## src/rtl/instr_encoder_loader.sv

```systemverilog
// Packs instruction fields into 17-bit words, buffers them, and writes them to instruction memory.
// Optional macro ENC_ILLEGAL_TRAP_EN: drop illegal opcodes and count them instead of writing NOPs.
module instr_encoder_loader #(
  parameter int ADDR_W     = 8,
  parameter int FIFO_DEPTH = 4
) (
  input  logic              clk,
  input  logic              rst,
  input  logic              load_start,
  input  logic [ADDR_W-1:0] start_addr,
  input  logic              in_valid,
  output logic              in_ready,
  input  logic [4:0]        in_op,
  input  logic [2:0]        in_rd,
  input  logic [2:0]        in_ra,
  input  logic [2:0]        in_rb,
  input  logic [5:0]        in_imm,
  output logic              mem_we,
  output logic [ADDR_W-1:0] mem_addr,
  output logic [16:0]       mem_wdata,
  input  logic              mem_ack,
  output logic              busy,
  output logic [15:0]       wr_count,
  output logic              err_illegal,
  output logic [7:0]        err_count
);
  localparam int PW = $clog2(FIFO_DEPTH);

  typedef enum logic {IDLE, WRITE} state_t;
  state_t state_q, state_d;

  logic [16:0] fifo [FIFO_DEPTH];
  logic [PW:0] rptr, wptr_f, cnt, cnt_nxt;
  logic        fifo_empty, fifo_full;
  logic [16:0] enc;
  logic        accept, trap, push, pop;
  logic [ADDR_W-1:0] wr_ptr;

  // Field packing by opcode class; NOP and every unlisted opcode pack to zero.
  always_comb begin
    enc = '0;
    case (in_op)
      5'b00010, 5'b00101, 5'b01100, 5'b01101,
      5'b01111, 5'b01010, 5'b00100, 5'b10000: enc = {in_op, in_rd, in_ra, in_rb, 3'b000};
      5'b01110, 5'b10100, 5'b10010:           enc = {in_op, in_rd, in_ra, in_imm};
      5'b00001, 5'b01001, 5'b00110, 5'b10001: enc = {in_op, in_rd, in_ra, 6'b0};
      5'b00011, 5'b01000:                     enc = {in_op, 3'b000, in_ra, in_imm};
      5'b01011, 5'b00111, 5'b10011:           enc = {in_op, 3'b000, in_ra, 6'b0};
      default:                                enc = '0;
    endcase
  end

  assign cnt        = wptr_f - rptr;
  assign fifo_empty = (rptr == wptr_f);
  assign fifo_full  = (rptr[PW-1:0] == wptr_f[PW-1:0]) && (rptr[PW] != wptr_f[PW]);
  assign in_ready   = !fifo_full;
  assign accept     = in_valid && in_ready;

`ifdef ENC_ILLEGAL_TRAP_EN
  assign trap = accept && (in_op >= 5'b10101);
`else
  assign trap = 1'b0;
`endif

  assign push = accept && !trap;
  // Head word is presented as soon as it lands so a fresh word reaches memory one cycle after acceptance.
  assign mem_we    = (state_q == WRITE) || !fifo_empty;
  assign pop       = mem_we && mem_ack;
  assign busy      = mem_we;
  assign mem_addr  = wr_ptr;
  assign mem_wdata = mem_we ? fifo[rptr[PW-1:0]] : 17'h00000;
  assign cnt_nxt   = cnt + (PW+1)'(push) - (PW+1)'(pop);

  always_comb begin
    state_d = state_q;
    case (state_q)
      IDLE:    if (!fifo_empty) state_d = (cnt_nxt != '0) ? WRITE : IDLE;
      WRITE:   if (pop)         state_d = (cnt_nxt != '0) ? WRITE : IDLE;
      default: state_d = IDLE;
    endcase
  end

  always_ff @(posedge clk or posedge rst) begin
    if (rst) begin
      state_q  <= IDLE;
      rptr     <= '0;
      wptr_f   <= '0;
      wr_ptr   <= '0;
      wr_count <= '0;
    end else begin
      state_q <= state_d;
      if (push) wptr_f <= wptr_f + (PW+1)'(1);
      if (pop)  rptr   <= rptr + (PW+1)'(1);
      if (load_start && !busy) begin
        wr_ptr   <= start_addr;
        wr_count <= '0;
      end else if (pop) begin
        wr_ptr   <= wr_ptr + ADDR_W'(1);
        wr_count <= wr_count + 16'd1;
      end
    end
  end

  always_ff @(posedge clk) begin
    if (push) fifo[wptr_f[PW-1:0]] <= enc;
  end

`ifdef ENC_ILLEGAL_TRAP_EN
  always_ff @(posedge clk or posedge rst) begin
    if (rst) begin
      err_illegal <= 1'b0;
      err_count   <= '0;
    end else begin
      err_illegal <= trap;
      if (trap && err_count != 8'hFF) err_count <= err_count + 8'd1;
    end
  end
`else
  assign err_illegal = 1'b0;
  assign err_count   = 8'h00;
`endif

endmodule

```

## config.mk

```make
export PLATFORM = sky130hd
export DESIGN_NAME = instr_encoder_loader
export DESIGN_NICKNAME = d
export VERILOG_FILES = /design/src/rtl/instr_encoder_loader.sv
export SDC_FILE = /design/constraint.sdc
export NUM_CORES = 1
export LEC_CHECK = 0
export ABC_AREA = 1
export CAP_MARGIN = 40
export CORE_MARGIN = 2
export CORE_UTILIZATION = 58
export DETAILED_ROUTE_END_ITERATION = 10
export PLACE_DENSITY = 0.86
export SKIP_LAST_GASP = 1
export SYNTH_ARGS = -nofsm -noshare
export SYNTH_HDL_FRONTEND = slang
export SYNTH_SLANG_ARGS = --single-unit
export TNS_END_PERCENT = 100
```

## constraint.sdc

```tcl
create_clock -name clk -period 6.8 [get_ports clk]
set_clock_uncertainty 0.05 [all_clocks]
set_input_delay 1.7 -clock clk [delete_from_list [all_inputs] [get_ports clk]]
set_output_delay 1.7 -clock clk [all_outputs]
set_load 0.05 [all_outputs]
```

==> flow_summary.toml, run 1 <==
[floorplanning]
fp-row-count = 34
die_w_um = 99.32
die_area_um2 = 9864
fp.dieH_um = 99.32
io_pins = 86
start_util_pct = 60.14
core-area_um2 = 8763

[timing]
rsz0062_at_grt = "no"
whs_ps = 458.4
tns_ps = 0
report.final.hold_viol_count = 0
slew_viol_final = 0
worst_pin_slew_ps = 839.5
finalSetupViolCount = 0
slew_headroom_pct = 44.03
fin_crit_sh_pct = 71.64
timing.final.ws_setup_ps = 1928
max_freq_mhz = 205.3
min_period_ps = 4872

[clock_network]
cts_tree = "done"
clk_latency_ps = 360
post_cts_resized = 0
post_cts_buffers = 0
clockBufferDepth = 2
clock-sinks = 99
h-tree-depth = 3
root_buffer = "clkbuf_8"
holdBufCountCts = 0
path_clk_slew_ps = 90
numCtsBuffers = 9

[worst_setup_path]
worstSetupStartpointType = "flop"
critPathArrivalTime_ps = 3120
path_max_fanout = 21
worstSetupPathType = "flop to primary output"
cp.required_ps = 5050
cp-end-kind = "primary output"

[placement]
post-dp-hpwl_um = 8104
place_ws_ps = 2372
gp_congestion = 0.8613
io_buffers = 76

[synth]
syn_inst = 608
ys_warn_count = 0
synth_area_um2 = 5270
ys_seq_elements = 99
syn_area_per_cell_um2 = 8.668
ys_seq_area_share_pct = 53.47
ys_types = 33

[global_routing]
grt_usage_pct = 24.38
grt_max_degree = 38
grt_pass1_vias = 4147
grt_pass1_wl_um = 19090
antenna_found_initial = 0
grt-ovfl-total = 0

[pwr]
power.total_w = 0.002701
p_per_area_nw_per_um2 = 429.9
peakVddDrop_v = 0.0003023
p_leak_nw = 2.723

[route]
routed.top_layer = "met4"
drt-met1-wl_um = 4770
wl_per_cell_um = 14.85
dr_wl_met3_um = 733
dr.pass1.iters = 5
viasPerCell = 5.534
wl_met2_um = 6010
routed_wl_um = 11750
vias = 4377
drt_iter0_markers = 272
drc = 0
ant_nets = 0

[layout]
seqCellArea_um2 = 2818
fillers = 637
final_util_pct = 71.70
nets = 723
areaGrowthSynthToFinish_pct = 19.23
multi_input_area_um2 = 2061
insertedDiodeCount = 0
layout-drive-gt1-share_pct = 5.564

[min_path]
min_path_type = "flop to flop"

[flow_run]
cap_violations = 0

[status]
status = "complete, no violations"
-- logic make-up (layout without fill, tap and decap cells) --
logic type,after synthesis,in the layout,synth area share (%)
flip-flops,99,99,53.47
XOR/XNOR,13,13,2.161
adder cells (fa/ha/maj),11,11,2.897
AND/OR/NAND/NOR,322,322,25.76
other,1,9,0.07116
buffers and inverters,91,158,8.143
AO/OA/AOI/OAI,71,71,7.502
-- flip-flops by register name, summed over array words and instances, names as in the netlist --
| name | count |
|---|---|
| wptr_f | 3 |
| fifo | 68 |
| mem_addr | 8 |
| state_q | 1 |
| rptr | 3 |
| wr_count | 16 |
-- critical path, stage by stage (launching register included) --
cell	delay, ps
dfrtp_1	900
inv_4	240
nand2_1	110
nand2_1	90
nor2_4	140
nand2_2	310
nand2_1	200
inv_1	60
clkdlybuf4s50_1	690
-- area by class of cell --
class                           instances  area share (%)
Clock buffer                           11           2.091
Clock inverter                          4          0.8164
Inverter                               61           3.803
Multi-Input combinational cell        426           32.80
Sequential cell                        99           44.84
Tap cell                              108           2.151
Timing Repair Buffer                   82           13.50
-- final timing paths --
check	cells after the start	startpoint	slack [ps]	to
max in group asynchronous	3	rst	4740	wr_count[2]
setup reg to reg	16	rptr[1]	2940	state_q
hold reg to reg	2	rptr[2]	460	rptr[2]
min in group asynchronous	3	rst	1670	wr_count[15]
setup / recovery	8	rptr[1]	1930	mem_wdata[16]
hold / removal	2	rptr[2]	460	rptr[2]
-- where the power goes --
group	internal (W)	switching, W	total [W]
combinational	0.000468	0.000946	0.00141
clock	0.000169	0.000190	0.000359
sequential	0.000804	0.000124	0.000928
-- synthesized netlist by cell type --
library cell / number / share of area [%]
dfrtp_1: 31 / 15
o211ai_1: 1 / 0.14
o2111ai_1: 1 / 0.17
nand3_2: 2 / 0.38
inv_1: 56 / 4.0
nor2_2: 1 / 0.12
edfxtp_1: 68 / 39
buf_4: 13 / 1.9
nand3b_1: 2 / 0.28
ha_1: 9 / 2.1
o21ai_0: 45 / 4.3
nand3_1: 57 / 5.4
conb_1: 1 / 0.071
or2_2: 2 / 0.24
o22ai_1: 17 / 2.0
nand2_2: 5 / 0.59
nand2_1: 171 / 12
xnor2_1: 4 / 0.66
nor2_1: 71 / 5.1
fa_1: 2 / 0.76
buf_2: 5 / 0.47
buf_6: 3 / 0.64
a21boi_0: 4 / 0.57
o21ai_1: 1 / 0.095
nand2_4: 1 / 0.21
a21oi_1: 1 / 0.095
inv_2: 1 / 0.071
xor2_1: 9 / 1.5
nand4_1: 9 / 1.1
nor2_4: 1 / 0.21
inv_4: 4 / 0.47
o31ai_1: 1 / 0.14
clkbuf_1: 9 / 0.64
-- layer usage --
layer,up-vias,global-route usage (%)
met1,2041,31.34
met4,0,11.06
met3,24,2.460
met2,175,42.00
li1,2137,-
met5,-,0
-- layout by cell type, fill, tap and decap left out, types with 2 or more instances in the layout --
cell type        count
nor2_1              68
nand2_1            171
clkbuf_1             2
nand3_2              2
a21boi_0             4
xnor2_1              4
nand4_1              9
clkbuf_8             9
clkdlybuf4s50_1     76
nand2_2              5
buf_4                2
nor2_2               4
buf_8                3
edfxtp_1            68
inv_1               56
o21ai_0             45
dfrtp_1             31
conb_1               9
nand3_1             57
ha_1                 9
or2_2                2
inv_4                4
o22ai_1             17
fa_1                 2
nand3b_1             2
xor2_1               9
-- stage by stage --
| stage | area [um^2] | cells |
|---|---|---|
| global placement | 6028 | 772 |
| finish | 6284 | 791 |
| CTS | 6284 | 791 |
| floorplan | 5300 | 616 |
| detailed placement | 6101 | 776 |
| global route | 6284 | 791 |
(Power assumes the default switching activity.)
==> run 2, diff against run 1 <==
--- a/config.mk
+++ b/config.mk
@@ -8,9 +8,9 @@
 export ABC_AREA = 1
 export CAP_MARGIN = 40
 export CORE_MARGIN = 2
-export CORE_UTILIZATION = 58
+export CORE_UTILIZATION = 54
 export DETAILED_ROUTE_END_ITERATION = 10
-export PLACE_DENSITY = 0.86
+export PLACE_DENSITY = 0.81
 export SKIP_LAST_GASP = 1
 export SYNTH_ARGS = -nofsm -noshare
 export SYNTH_HDL_FRONTEND = slang
==> constraint.sdc (replaced) <==
create_clock -name clk -period 5 [get_ports clk]
set_clock_uncertainty 0.05 [all_clocks]
set_input_delay 1.25 -clock clk [delete_from_list [all_inputs] [get_ports clk]]
set_output_delay 1.25 -clock clk [all_outputs]
set_load 0.05 [all_outputs]
==> flow_summary.toml, run 2 (same netlist as run 1, synthesis figures left out) <==
[status]
status = "complete, no violations"

[worst_setup_path]
worstSetupPathType = "flop to primary output"
cp_num_buf_inv = 3
path_max_fanout = 21
crit_top_cell = "nand2_1"
crit_family = "buffers and inverters"
crit_slowest_cell = "dfrtp_1"
critPathArrivalTime_ps = 2970
critical_path.cell_chain = "inv_4 -> nand2_1 -> nand2_1 -> nor2_4 -> nand2_2 -> nand2_1 -> inv_1 -> clkdlybuf4s50_1"
worstSetupStartpointType = "flop"
cp.required_ps = 3700
cp-end-kind = "primary output"
max_stage_delay_ps = 830

[placement]
gp_congestion = 0.8686
place_ws_ps = 1126
io_buffers = 76
post-dp-hpwl_um = 8071
place_inst = 802

[clock_network]
clockBufferDepth = 2
numCtsBuffers = 9
holdBufCountCts = 0
h-tree-depth = 3
post_cts_resized = 0
cts_tree = "done"
clock-sinks = 99
clk_latency_ps = 360
path_clk_slew_ps = 90
root_buffer = "clkbuf_8"
post_cts_buffers = 0

[layout]
final_util_pct = 65.67
seqCellArea_um2 = 2818
layout-drive-gt1-share_pct = 6.277
fin_cells = 818
nets = 724
fillers = 785
multi_input_area_um2 = 2063
largest_reg_flops = 68
final_common_cell = "nand2_1"
most-common-layout-cells = "nand2_1 (171), clkdlybuf4s50_1 (76), edfxtp_1 (68)"
areaGrowthSynthToFinish_pct = 20.11
insertedDiodeCount = 0

[floorplanning]
io_pins = 86
core-area_um2 = 9639
fp.dieH_um = 102.8
fp-row-count = 36
start_util_pct = 54.67
die_w_um = 102.8
die_area_um2 = 10570

[global_routing]
grt-ovfl-total = 0
grt_max_degree = 38
antenna_found_initial = 0
grt_pass1_wl_um = 18770
grt_pass1_vias = 4040
grt_usage_pct = 23.02

[timing]
tns_ps = 0
rsz0062_at_grt = "no"
slew_viol_final = 0
slew_headroom_pct = 51.21
report.final.hold_viol_count = 0
finalSetupViolCount = 0
fin_crit_sh_pct = 85.49
worst_pin_slew_ps = 731.8
min_period_ps = 4274
timing.final.ws_setup_ps = 725.7
max_freq_mhz = 234.0

[pwr]
peakVddDrop_v = 0.0002960
p_leak_nw = 2.727
p_per_area_nw_per_um2 = 576.6

[route]
viasPerCell = 5.292
ant_nets = 0
routed_wl_um = 11560
drc = 0
dr.pass1.iters = 5
wl_per_cell_um = 14.13
vias = 4329
drt_iter0_markers = 237

[min_path]
min_path_type = "flop to flop"

[flow_run]
cap_violations = 0
[run 2: changes by cell type in the layout (fill, tap and decap cells not counted), sizes merged]
cell      delta
bufinv       -1
clkbuf       -1
buf          +1
inv          +2
clkinvlp     +1
[run 2: where the power goes]
| part | leakage (nW) | total (W) | switching, W | internal (W) |
|---|---|---|---|---|
| Combinational | 1.60 | 0.00193 | 0.00130 | 0.000625 |
| Sequential | 1.03 | 0.00124 | 0.000142 | 0.00109 |
| Clock | 0.0909 | 0.000485 | 0.000293 | 0.000192 |
| Total | 2.73 | 0.00365 | 0.00174 | 0.00191 |
[run 2: area by class of cell]
class	instances	share of cell area (%)
flip-flops and latches	99	44.51
multi-input cells	426	32.60
repair buffers	83	13.58
inverters	61	3.775
well taps	133	2.629
clock buffers	10	2.016
clock inverters	6	0.8895
[run 2: worst paths after layout]
| path | startpoint | to | slack (ps) | cells after the start |
|---|---|---|---|---|
| max | rptr[1] | mem_wdata[5] | 730 | 8 |
| min | rptr[2] | rptr[2] | 490 | 2 |
| max reg2reg | rptr[1] | state_q | 1310 | 16 |
| min reg2reg | rptr[2] | rptr[2] | 490 | 2 |
| max in group asynchronous | rst | wr_count[6] | 3270 | 4 |
| min in group asynchronous | rst | mem_addr[7] | 1060 | 2 |
[run 2: layer usage]
metal | wire, um | global-route usage (%)
met4 | 265 | 11.13
met2 | 6002 | 39.57
met1 | 4705 | 28.80
met5 | 0 | 0
met3 | 586 | 3.186
[run 2: through the flow]
stage / total power [W] / cell area, um^2 / hold WS (ps)
floorplan: 0.002584 / 5300 / 412.0
global placement: 0.003088 / 6062 / 428.6
detailed placement: 0.003182 / 6146 / 471.4
CTS: 0.003671 / 6330 / 493.3
global route: 0.003880 / 6330 / 524.4
finish: 0.003650 / 6330 / 492.6
[run 2: worst min-delay path, cell delays in order (launching register included)]
cell and delay, ps:
dfrtp_1 390, nand2_1 80, nand2_1 50
